==> config.mk <==
export PLATFORM = sky130hd
export DESIGN_NAME = msx_rom_mapper_gen
export DESIGN_NICKNAME = d
export VERILOG_FILES = /design/src/rtl/msx_rom_mapper_gen.sv
export SDC_FILE = /design/constraint.sdc
export NUM_CORES = 1
export LEC_CHECK = 0
export BUFFER_PORTS_ARGS = -buffer_cell sky130_fd_sc_hd__buf_2
export CAP_MARGIN = 10
export CORE_MARGIN = 5
export CORE_UTILIZATION = 56
export CTS_BUF_LIST = sky130_fd_sc_hd__clkbuf_8
export DETAILED_ROUTE_END_ITERATION = 7
export PLACE_DENSITY_LB_ADDON = 0.08
export SYNTH_ARGS = -nofsm -noshare
export SYNTH_HDL_FRONTEND = slang
export SYNTH_SLANG_ARGS = --single-unit
==> constraint.sdc <==
create_clock -name clk -period 2.2 [get_ports clk]
set_clock_uncertainty 0.05 [all_clocks]
set_input_delay 0.22 -clock clk [delete_from_list [all_inputs] [get_ports clk]]
set_output_delay 0.22 -clock clk [all_outputs]
set_load 0.1 [all_outputs]
==> src/rtl/msx_rom_mapper_gen.sv <==
// Multi-mode MSX cartridge ROM mapper (Konami-SCC, Konami, ASCII8, ASCII16).
// Z80 writes into the slot are synchronised, edge-detected and decoded into
// four bank registers. The read path maps the current address onto the upper
// flash address lines and drives the flash chip select with no clock latency.
module msx_rom_mapper_gen #(
  parameter int BANK_W      = 6,
  parameter int SEL_W       = 1,
  parameter int SYNC_STAGES = 2
) (
  input  logic                    clk,
  input  logic                    reset_n,
  input  logic [1:0]              mode,
  input  logic [SEL_W-1:0]        outer_sel,
  input  logic [15:0]             a,
  input  logic [7:0]              d,
  input  logic                    sltsl_n,
  input  logic                    rd_n,
  input  logic                    wr_n,
  output logic                    rom_cs_n,
  output logic [SEL_W+BANK_W-1:0] flash_a_hi,
  output logic                    bank_upd,
  output logic [1:0]              mode_q
);

  localparam logic [1:0] MODE_KONAMI_SCC = 2'd0;
  localparam logic [1:0] MODE_KONAMI     = 2'd1;
  localparam logic [1:0] MODE_ASCII8     = 2'd2;
  localparam logic [1:0] MODE_ASCII16    = 2'd3;

  // ASCII16 registers hold one bit less than the 8KB modes: a[13] supplies the LSB.
  localparam logic [BANK_W-1:0] LOW_MASK = BANK_W'((1 << (BANK_W - 1)) - 1);

  logic [SYNC_STAGES-1:0]     sltsl_sync_q, sltsl_sync_d;
  logic [SYNC_STAGES-1:0]     wr_sync_q, wr_sync_d;
  logic [SYNC_STAGES-1:0]     fill_q, fill_d;
  logic                       armed_q, armed_d;
  logic                       prev_wr_q, prev_wr_d;
  logic                       bank_upd_q, bank_upd_d;
  logic [1:0]                 mode_d;
  logic [3:0][BANK_W-1:0]     bank_reg_q, bank_reg_d;

  logic                       wr_act;
  logic                       pipe_busy;
  logic                       commit;
  logic                       hit;
  logic [1:0]                 hit_idx;
  logic [BANK_W-1:0]          wr_data;
  logic                       in_win;
  logic [1:0]                 page;
  logic [BANK_W-1:0]          r16;
  logic [BANK_W-1:0]          bank;
  logic                       unused_bits;

  assign unused_bits = ^{a[10:0], d};

  // Decode which bank register (if any) a write at the live address targets.
  always_comb begin
    hit     = 1'b0;
    hit_idx = 2'd0;
    case (mode_q)
      MODE_KONAMI_SCC: begin
        case (a[15:11])
          5'h0A:   begin hit = 1'b1; hit_idx = 2'd0; end
          5'h0E:   begin hit = 1'b1; hit_idx = 2'd1; end
          5'h12:   begin hit = 1'b1; hit_idx = 2'd2; end
          5'h16:   begin hit = 1'b1; hit_idx = 2'd3; end
          default: hit = 1'b0;
        endcase
      end
      MODE_KONAMI: begin
        case (a[15:13])
          3'd3:    begin hit = 1'b1; hit_idx = 2'd1; end
          3'd4:    begin hit = 1'b1; hit_idx = 2'd2; end
          3'd5:    begin hit = 1'b1; hit_idx = 2'd3; end
          default: hit = 1'b0;
        endcase
      end
      MODE_ASCII8: begin
        if (a[15:13] == 3'd3) begin
          hit     = 1'b1;
          hit_idx = a[12:11];
        end
      end
      default: begin
        case (a[15:11])
          5'h0C:   begin hit = 1'b1; hit_idx = 2'd0; end
          5'h0E:   begin hit = 1'b1; hit_idx = 2'd1; end
          default: hit = 1'b0;
        endcase
      end
    endcase
    wr_data = (mode_q == MODE_ASCII16) ? (d[BANK_W-1:0] & LOW_MASK) : d[BANK_W-1:0];
  end

  // Next state: strobe synchronisers, one-commit-per-strobe edge detect, bank registers.
  // The armed flag keeps a strobe already in progress at reset release from committing:
  // it only sets once the synchroniser has refilled with real samples and seen no strobe.
  always_comb begin
    sltsl_sync_d = {sltsl_sync_q[SYNC_STAGES-2:0], sltsl_n};
    wr_sync_d    = {wr_sync_q[SYNC_STAGES-2:0], wr_n};
    fill_d       = {fill_q[SYNC_STAGES-2:0], 1'b1};
    wr_act       = ~sltsl_sync_q[SYNC_STAGES-1] & ~wr_sync_q[SYNC_STAGES-1];
    pipe_busy    = |(~sltsl_sync_q & ~wr_sync_q);
    armed_d      = armed_q | (fill_q[SYNC_STAGES-1] & ~pipe_busy);
    commit       = wr_act & ~prev_wr_q & armed_q;
    prev_wr_d    = wr_act;
    bank_upd_d   = commit & hit;
    mode_d       = mode_q;
    bank_reg_d   = bank_reg_q;
    if (commit && hit) begin
      bank_reg_d[hit_idx] = wr_data;
    end
    if (!reset_n) begin
      sltsl_sync_d = '1;
      wr_sync_d    = '1;
      fill_d       = '0;
      armed_d      = 1'b0;
      prev_wr_d    = 1'b1;
      bank_upd_d   = 1'b0;
      mode_d       = mode;
      if (mode == MODE_KONAMI_SCC || mode == MODE_KONAMI) begin
        bank_reg_d[0] = BANK_W'(0);
        bank_reg_d[1] = BANK_W'(1);
        bank_reg_d[2] = BANK_W'(2);
        bank_reg_d[3] = BANK_W'(3);
      end else begin
        bank_reg_d = '0;
      end
    end
  end

  // State register; reset is folded into the next-state logic above.
  always_ff @(posedge clk) begin
    sltsl_sync_q <= sltsl_sync_d;
    wr_sync_q    <= wr_sync_d;
    fill_q       <= fill_d;
    armed_q      <= armed_d;
    prev_wr_q    <= prev_wr_d;
    bank_upd_q   <= bank_upd_d;
    mode_q       <= mode_d;
    bank_reg_q   <= bank_reg_d;
  end

  // Combinational read path: select the page register and build the flash high address.
  always_comb begin
    in_win = (a >= 16'h4000) && (a <= 16'hBFFF);
    page   = in_win ? (a[14:13] - 2'd2) : a[14:13];
    r16    = bank_reg_q[{1'b0, page[1]}];
    if (mode_q == MODE_ASCII16) begin
      bank = ((r16 & LOW_MASK) << 1) | BANK_W'(a[13]);
    end else begin
      bank = bank_reg_q[page];
    end
    rom_cs_n   = ~(in_win & ~sltsl_n & ~rd_n);
    flash_a_hi = {outer_sel, bank};
  end

  assign bank_upd = bank_upd_q;

endmodule

-- Word level (Yosys, flattened, before mapping)
Index checks and enable logic that the tools add are counted.
- register bits: 35
- output and inout bits: 11
- word-level logic and storage cells: 85
- add/subtract/negate cells: 1
- reductions and logical operators: 10
- equality and inequality tests: 13
- order comparisons: 6
- muxes and demuxes: 24
- bitwise operators: 19
- operators with widths (kind ; count):
    24-bit 2-to-1 mux ; 2
    24-bit bitwise mux ; 1
    6-bit 2-to-1 mux ; 4
    20-bit 2-to-1 mux ; 1
    2-bit case mux with 3 select lines ; 3
    16-bit by 15-bit greater-or-equal comparator with 1-bit output (second input constant) ; 1
    16-bit less-or-equal comparator (second input constant) ; 1
    5-bit by 4-bit equality test with 1-bit output (second input constant) ; 3
    6-bit binary-select mux with 2-bit select ; 1
    6-bit demux with 2-bit select ; 1
    5-bit equality test (second input constant) ; 2
    5-bit 2-to-1 mux ; 2
    1-bit bitwise AND ; 7
    1-bit NOT ; 7
    3-bit equality test (second input constant) ; 2
    2-bit by 3-bit less-than comparator with 1-bit output (second input constant) ; 2
    1-bit 2-to-1 mux ; 6
    6-bit by 1-bit OR with 6-bit output ; 1
    2-bit by 1-bit equality test with 1-bit output (second input constant) ; 2
    2-bit equality test (second input constant) ; 2
    2-bit logical NOT ; 2
    2-bit 2-to-1 mux ; 2
    2-bit NOT ; 2
    2-bit OR reduction ; 2
    other kinds (12) ; 14

-- Depth between registers and ports, before layout
Gate-level depths: netlist of run 1.
- depth in word-level cells: 10
- gate-level depth with buffers: 7
- mapped depth without buffers: 6

-- Worst setup path after synthesis of run 1
No wires, ideal clock.
- path kind: flip-flop to output port
- start point: register mode_q[1]
- end point: output port flash_a_hi[1]
- buffers on the path: 1
- slack: -1720 ps
- cell stages (with the launch flop): 4
- data required time: 1930 ps
- arrival time: 3650 ps
- cell sequence: edfxtp_1 nand2_1 clkbuf_1 o21ai_0
- word-level cells in the longest chain between the ends: 2
- ends and longest elaborated chain (element ; line ; RTL):
    start, declared ; 22 ; output logic [1:0] mode_q
    start signal, assigned ; 140 ; mode_q <= mode_d;
    2-bit equality test ; 149 ; if (mode_q == MODE_ASCII16) begin
    6-bit 2-to-1 mux ; 149 ;
    end, declared ; 20 ; output logic [SEL_W+BANK_W-1:0] flash_a_hi,
Every way passes these cells.

-- Worst setup path after layout of run 1
- start point: input port a[15]
- end point: output port flash_a_hi[0]
- word-level cells in the longest chain between the ends: 6
- ends and longest elaborated chain (element ; line ; RTL):
    start, declared ; 14 ; input logic [15:0] a,
    16-bit by 15-bit greater-or-equal comparator with 1-bit output / 16-bit less-or-equal comparator (equally long branches) ; 146 ; in_win = (a >= 16'h4000) && (a <= 16'hBFFF);
    1-bit logical AND * ; 146 ;
    2-bit 2-to-1 mux * ; 147 ; page = in_win ? (a[14:13] - 2'd2) : a[14:13];
    6-bit binary-select mux with 2-bit select * ; 152 ; bank = bank_reg_q[page];
    6-bit 2-to-1 mux (not written as such) * ; 152 ;
    6-bit 2-to-1 mux * ; 149 ;
Mark *: on every way between the ends. The rest lies on a longest branch, timed or not. The select of a mux whose other input is x is not followed.

==> summary.txt, run 1 <==
Synthesis
  – Avg Synthesized Cell Area: 11.2 µm²
  – Gate count of the mapped netlist: 172
  – Number of synthesized flops with an enable pin: 26
  – Top FF cell, synth: edfxtp_1
  – Synth cell types: 34
  – Synth async-reset ratio: 0%
  – Seq/Total Area, Yosys: 49.9%
  – Synth Register Bits: 35
  – Synthesized area: 1920 µm²
  – Syn nets: 205
  – Synth warn: 0

STA
  – Tightest Pin Transition: 556 ps
  – Achievable Freq: 466 MHz
  – Final min period: 2150 ps
  – Endpoints failing hold: 0
  – Final setup fails: 0
  – Max-slew violation count: 0
  – Worst slew margin: 62.9%
  – Final period util: 97.6%

Global route
  – Tot GR Track Use: 20.5%
  – Remaining Overflow, GRT: 0
  – First-pass GRT wire length: 6900 µm
  – Maximum number of pins on one net before global-route repair: 33
  – Initial antenna violation count: 0
  – Vias in the first global route: 1422

Critical path
  – Flop-to-flop setup slack: 290 ps
  – Crit end category: output port
  – Critical R2R Capture: bank_reg_q[7]$_SDFFCE_PN0P_
  – Startpoint Class: primary input
  – Setup CP Type: primary input to output port
  – Worst Setup EP: flash_a_hi[0]
  – Worst r2r src: mode_q[1]$_DFFE_PN_
  – Critical path arrival: 1880 ps
  – Worst setup path start: a[15]
  – Critical Path RT: 1930 ps
  – Crit path max fanout: 7
  – Reg2Reg Depth: 5

Floorplan
  – Die X: 68.6 µm
  – Initial core utilization: 57.7%
  – Std-Cell Core Area: 3340 µm²
  – Ports: 43
  – Die Height: 68.6 µm
  – Die area: 4710 µm²
  – Site Rows: 21

Routing
  – Vias per inst: 5.53
  – Routed Antenna Nets: 0
  – Total Wirelength: 4320 µm
  – Initial DRC count: 100
  – # DRC: 0
  – WL/cell: 16.6 µm
  – Drt first pass iters: 4
  – Vias: 1439

Pwr
  – P_int: 1340 µW
  – Combinational share of power: 29.2%
  – Sw power: 618 µW
  – Max VDD drop: 0.000414 V
  – Fraction of power spent switching nets: 31.6%
  – Clock power share: 30.7%
  – Power Total: 1960 µW
  – Pwr dens: 787 nW/µm²
  – Flop pwr share: 40.0%
  – P_leak: 0.00109 µW

Cells and area
  – Final core occ: 74.6%
  – Nets@finish: 246
  – Layout area overhead: 29.3%
  – Ratio of cells with drive above 1 in the final layout: 38.3%
  – Number of antenna diodes: 0
  – FILL cells: 237

Worst hold path
  – Tightest Hold Check Type: primary input to flip-flop

CTS
  – H-tree levels: 2
  – TritonCTS clock tree: yes
  – Root buffer cell: clkbuf_8
  – TritonCTS Sinks: 35
  – Clock-pin slew on the worst setup and hold paths: 70 ps
  – Cts hold-fix bufs: 0
  – Clk_lat worst skew: 290 ps
  – Clk buf depth: 2
  – CTS Buf Count: 5

Placed design
  – Global placer's final weighted congestion: 0.777
  – Dpl hpwl: 3140 µm
  – I/O Buffers: 27

Flow run
  – Max-cap violations: 0

Status
  – Status: finished, final reports clean
==> state kept, by name, summed over array words and instances (netlist names) <==
register      flops
fill_q            2
bank_upd          1
mode_q            2
sltsl_sync_q      2
bank_reg_q       24
wr_sync_q         2
armed_q           1
prev_wr_q         1
==> layout by cell type (no fill, tap or decap), drive strengths merged, types with 2 or more instances in the layout <==
master,Yosys,final
nor2,4,4
nor2b,4,4
nand3,2,2
mux4,5,5
buf,5,45
o21ai,12,12
clkbuf,6,6
a21oi,4,4
and3b,2,2
o221ai,2,2
mux2i,26,26
and2,2,2
o22ai,4,4
dfxtp,9,9
nor3,2,2
nand2,34,34
edfxtp,26,26
nand2b,6,6
inv,5,5
==> stage by stage <==
step,worst slack (ps),TNS [ps],instance area [µm²],hold slack [ps],instances
2_1_floorplan,-182,-4830,2020,198,172
3_3_place_gp,-95.9,-368,2290,347,250
3_5_place_dp,-119,-423,2290,349,250
4_1_cts,-8.45,-8.45,2450,50.0,259
5_1_grt,-7.41,-13.4,2490,43.1,260
6_report,53.1,0,2490,54.0,260
==> kinds of logic after synthesis <==
kind of cell	synth area share (%)
adder cells (fa/ha/maj)	0.650
multiplexers	20.0
AND/OR/NAND/NOR	15.6
flip-flops	49.9
buffers and inverters	4.10
AO/OA/AOI/OAI	9.30
XOR/XNOR	0.455
==> synthesized netlist by cell type, types with 2 or more instances <==
cell type | number | area (µm²)
clkbuf_1 | 6 | 22.5
nor2b_1 | 4 | 25.0
nand2_1 | 34 | 128
o221ai_1 | 2 | 17.5
nor3_1 | 2 | 10.0
o21ai_0 | 7 | 35.0
and2_1 | 2 | 12.5
dfxtp_1 | 9 | 180
nand2b_1 | 6 | 37.5
mux4_2 | 5 | 113
nand3_1 | 2 | 10.0
nor2_1 | 4 | 15.0
o21ai_1 | 4 | 20.0
a21oi_1 | 4 | 20.0
o22ai_1 | 4 | 25.0
inv_1 | 5 | 18.8
mux2i_1 | 26 | 260
edfxtp_1 | 26 | 781
buf_4 | 5 | 37.5
==> per-layer routing <==
layer  track usage, %  vias up  wire length [µm]
met3             5.35        5               240
li1                 -      704                 -
met4             5.21        0                36
met1             25.9      687              1780
met5                0        -                 0
met2             34.7       43              2260
==> worst max-delay path, stage by stage <==
cell	delay [ps]
buf_2	110
inv_1	100
ha_4	210
xnor2_1	140
buf_4	210
buf_8	150
mux2_2	340
a21oi_2	170
a31oi_4	50
buf_12	180
==> repair_timing <==
item | in CTS | in global routing
setup buffers | 1 | 1
gates resized for setup | 12 | 6
setup endpoints to repair | 5 | 5
pin swaps | 1 | 1
==> cell type report <==
class	count	area [µm²]	share of cell area, %
Clock buffer	6	82.6	3.32
Sequential cell	35	961	38.6
Timing Repair Buffer	45	342	13.7
Tap cell	46	57.6	2.31
Inverter	5	18.8	0.754
Clock inverter	2	35.0	1.41
Multi-Input combinational cell	121	992	39.9
==> power groups by stage <==
stage / sequential [µW] / combinational, µW / clock (µW)
final: 784 / 572 / 601
after global routing: 789 / 603 / 640
after CTS: 783 / 555 / 603
after detailed placement: 798 / 524 / 0
after global placement: 795 / 512 / 0
after floorplan: 810 / 387 / 0
==> how the worst min path moves through the flow <==
stage                               end     from  slack [ps]  cells after the start
floorplan             fill_q[0]$_DFF_P_  reset_n         200                      0
global placement    mode_q[0]$_DFFE_PN_  mode[0]         350                      1
detailed placement  mode_q[0]$_DFFE_PN_  mode[0]         350                      1
CTS                 mode_q[0]$_DFFE_PN_  mode[0]          50                      1
global route        mode_q[0]$_DFFE_PN_  mode[0]          40                      1
finish              mode_q[0]$_DFFE_PN_  mode[0]          50                      1
Note: power is estimated with default switching activity, not from simulation.
==> run 2, diff against run 1 <==
CORE_UTILIZATION = 60   (was 56)
clock period = 2.6 ns   (was 2.2 ns; I/O delays follow)
==> summary.txt, run 2 (synthesized netlist as in run 1, its figures left out) <==
Cells and area
  – Commonest cells after routing, fill and taps aside: nand2_1 (33), mux2i_1 (26), edfxtp_1 (26)
  – Nets@finish: 233
  – Final core occ: 74.1%
  – Layout area overhead: 17.6%
  – Commonest non-fill, non-tap cell in the layout: nand2_1
  – Largest register FFs: 24
  – Biggest register: bank_reg_q
  – Ratio of cells with drive above 1 in the final layout: 28.9%
  – Number of antenna diodes: 0

Status
  – Status: finished, final reports clean

Floorplan
  – Die Height: 66.6 µm
  – Std-Cell Core Area: 3050 µm²
  – Site Rows: 20
  – Initial core utilization: 63.0%
  – Die X: 66.6 µm
  – Die area: 4440 µm²
  – Ports: 43

STA
  – Tightest Pin Transition: 524 ps
  – Final min period: 2480 ps
  – Worst slew margin: 65.1%
  – Final period util: 95.6%
  – Endpoints failing hold: 0
  – Final setup fails: 0
  – Achievable Freq: 402 MHz
  – Max-slew violation count: 0
  – Setup TNS: 0 ps
  – Unrepaired setup endpoints after global routing: false

Routing
  – Drt first pass iters: 4
  – Routed Antenna Nets: 0
  – Initial DRC count: 91
  – # DRC: 0
  – WL/cell: 15.7 µm
  – Vias: 1377
  – Vias per inst: 5.62
  – Total Wirelength: 3840 µm

CTS
  – CTS Buf Count: 5
  – H-tree levels: 2
  – Post-CTS sizing: 0
  – Clk buf depth: 2
  – TritonCTS clock tree: yes
  – Postcts setup bufs: 0
  – TritonCTS Sinks: 35
  – Clk_lat worst skew: 290 ps
  – Cts hold-fix bufs: 0
  – Clock-pin slew on the worst setup and hold paths: 70 ps
  – Root buffer cell: clkbuf_8

Critical path
  – Critical Path RT: 2290 ps
  – Reg2Reg Depth: 5
  – Critical R2R Capture: bank_reg_q[5]$_SDFFCE_PN0P_
  – Worst r2r src: mode_q[1]$_DFFE_PN_
  – Flop-to-flop setup slack: 450 ps
  – Crit path max fanout: 9
  – Startpoint Class: primary input
  – Setup CP Type: primary input to output port
  – Critical path arrival: 2170 ps
  – Crit end category: output port

Worst hold path
  – Tightest Hold Check Type: primary input to flip-flop
  – Hold Path End: mode_q[0]$_DFFE_PN_
  – Hold depth: 1
  – Hold Crit Start: mode[0]

Global route
  – Initial antenna violation count: 0
  – Tot GR Track Use: 19.5%
  – Vias in the first global route: 1365
  – First-pass GRT wire length: 6400 µm
  – Maximum number of pins on one net before global-route repair: 29
  – Remaining Overflow, GRT: 0

Placed design
  – Dpl hpwl: 2840 µm
  – Global placer's final weighted congestion: 0.829
  – I/O Buffers: 27

Flow run
  – Max-cap violations: 0

Pwr
  – Max VDD drop: 0.000463 V
  – P_leak: 0.000998 µW
  – Pwr dens: 668 nW/µm²
[run 2: cell count changes in the layout (fill, tap and decap cells not counted), sizes merged]
| cell | before | now |
|---|---|---|
| buf | 45 | 32 |
| bufinv | 1 | 0 |
| clkbuf | 6 | 7 |
| clkinv | 1 | 0 |
| clkinvlp | 0 | 1 |
[run 2: how the worst max path moves through the flow]
stage / from / cells after the start / to / slack [ps]
after floorplan: mode_q[1]$_DFFE_PN_ / 3 / flash_a_hi[1] / -210
after global placement: a[14] / 9 / flash_a_hi[2] / 150
after detailed placement: a[14] / 9 / flash_a_hi[2] / 110
after CTS: a[14] / 9 / flash_a_hi[2] / 110
after global routing: a[14] / 9 / flash_a_hi[2] / 3
final: a[14] / 9 / flash_a_hi[2] / 120
[run 2: metrics by stage]
step                total power, µW  setup WS (ps)  hold slack [ps]  instance area [µm²]  instances
global route                   1570           3.43             91.7                 2260        245
finish                         1510            115             99.8                 2260        245
CTS                            1520            108             93.1                 2260        245
floorplan                       993           -209              238                 1960        172
global placement               1070            150              363                 2160        237
detailed placement             1080            113              372                 2160        237
[run 2: final cells by class]
class | instances | area [µm²]
clock inverter | 1 | 7.51
timing repair buffer | 32 | 203
clock buffer | 7 | 96.3
sequential | 35 | 961
fill | 240 | 791
tap | 44 | 55.1
multi-input combinational | 121 | 921
inverter | 5 | 18.8
[run 2: critical path, cell delays in order]
cell and delay, ps:
buf_2 140, inv_1 70, ha_1 330, xnor2_1 150, buf_4 230, mux4_2 530, nand2_1 110, o21ai_2 50
buf_2 290
[run 2: where the power goes]
part	internal, µW	switching [µW]	total, µW
logic	132	276	408
clock network	241	202	443
registers	641	20.2	661
[run 2: routing by layer]
layer | up-vias | GRT usage [%] | wire length, µm
li1 | 684 | - | -
met3 | 3 | 4.55 | 195
met4 | 0 | 5.58 | 31
met1 | 657 | 26.6 | 1760
met5 | - | 0 | 0
met2 | 33 | 30.9 | 1850
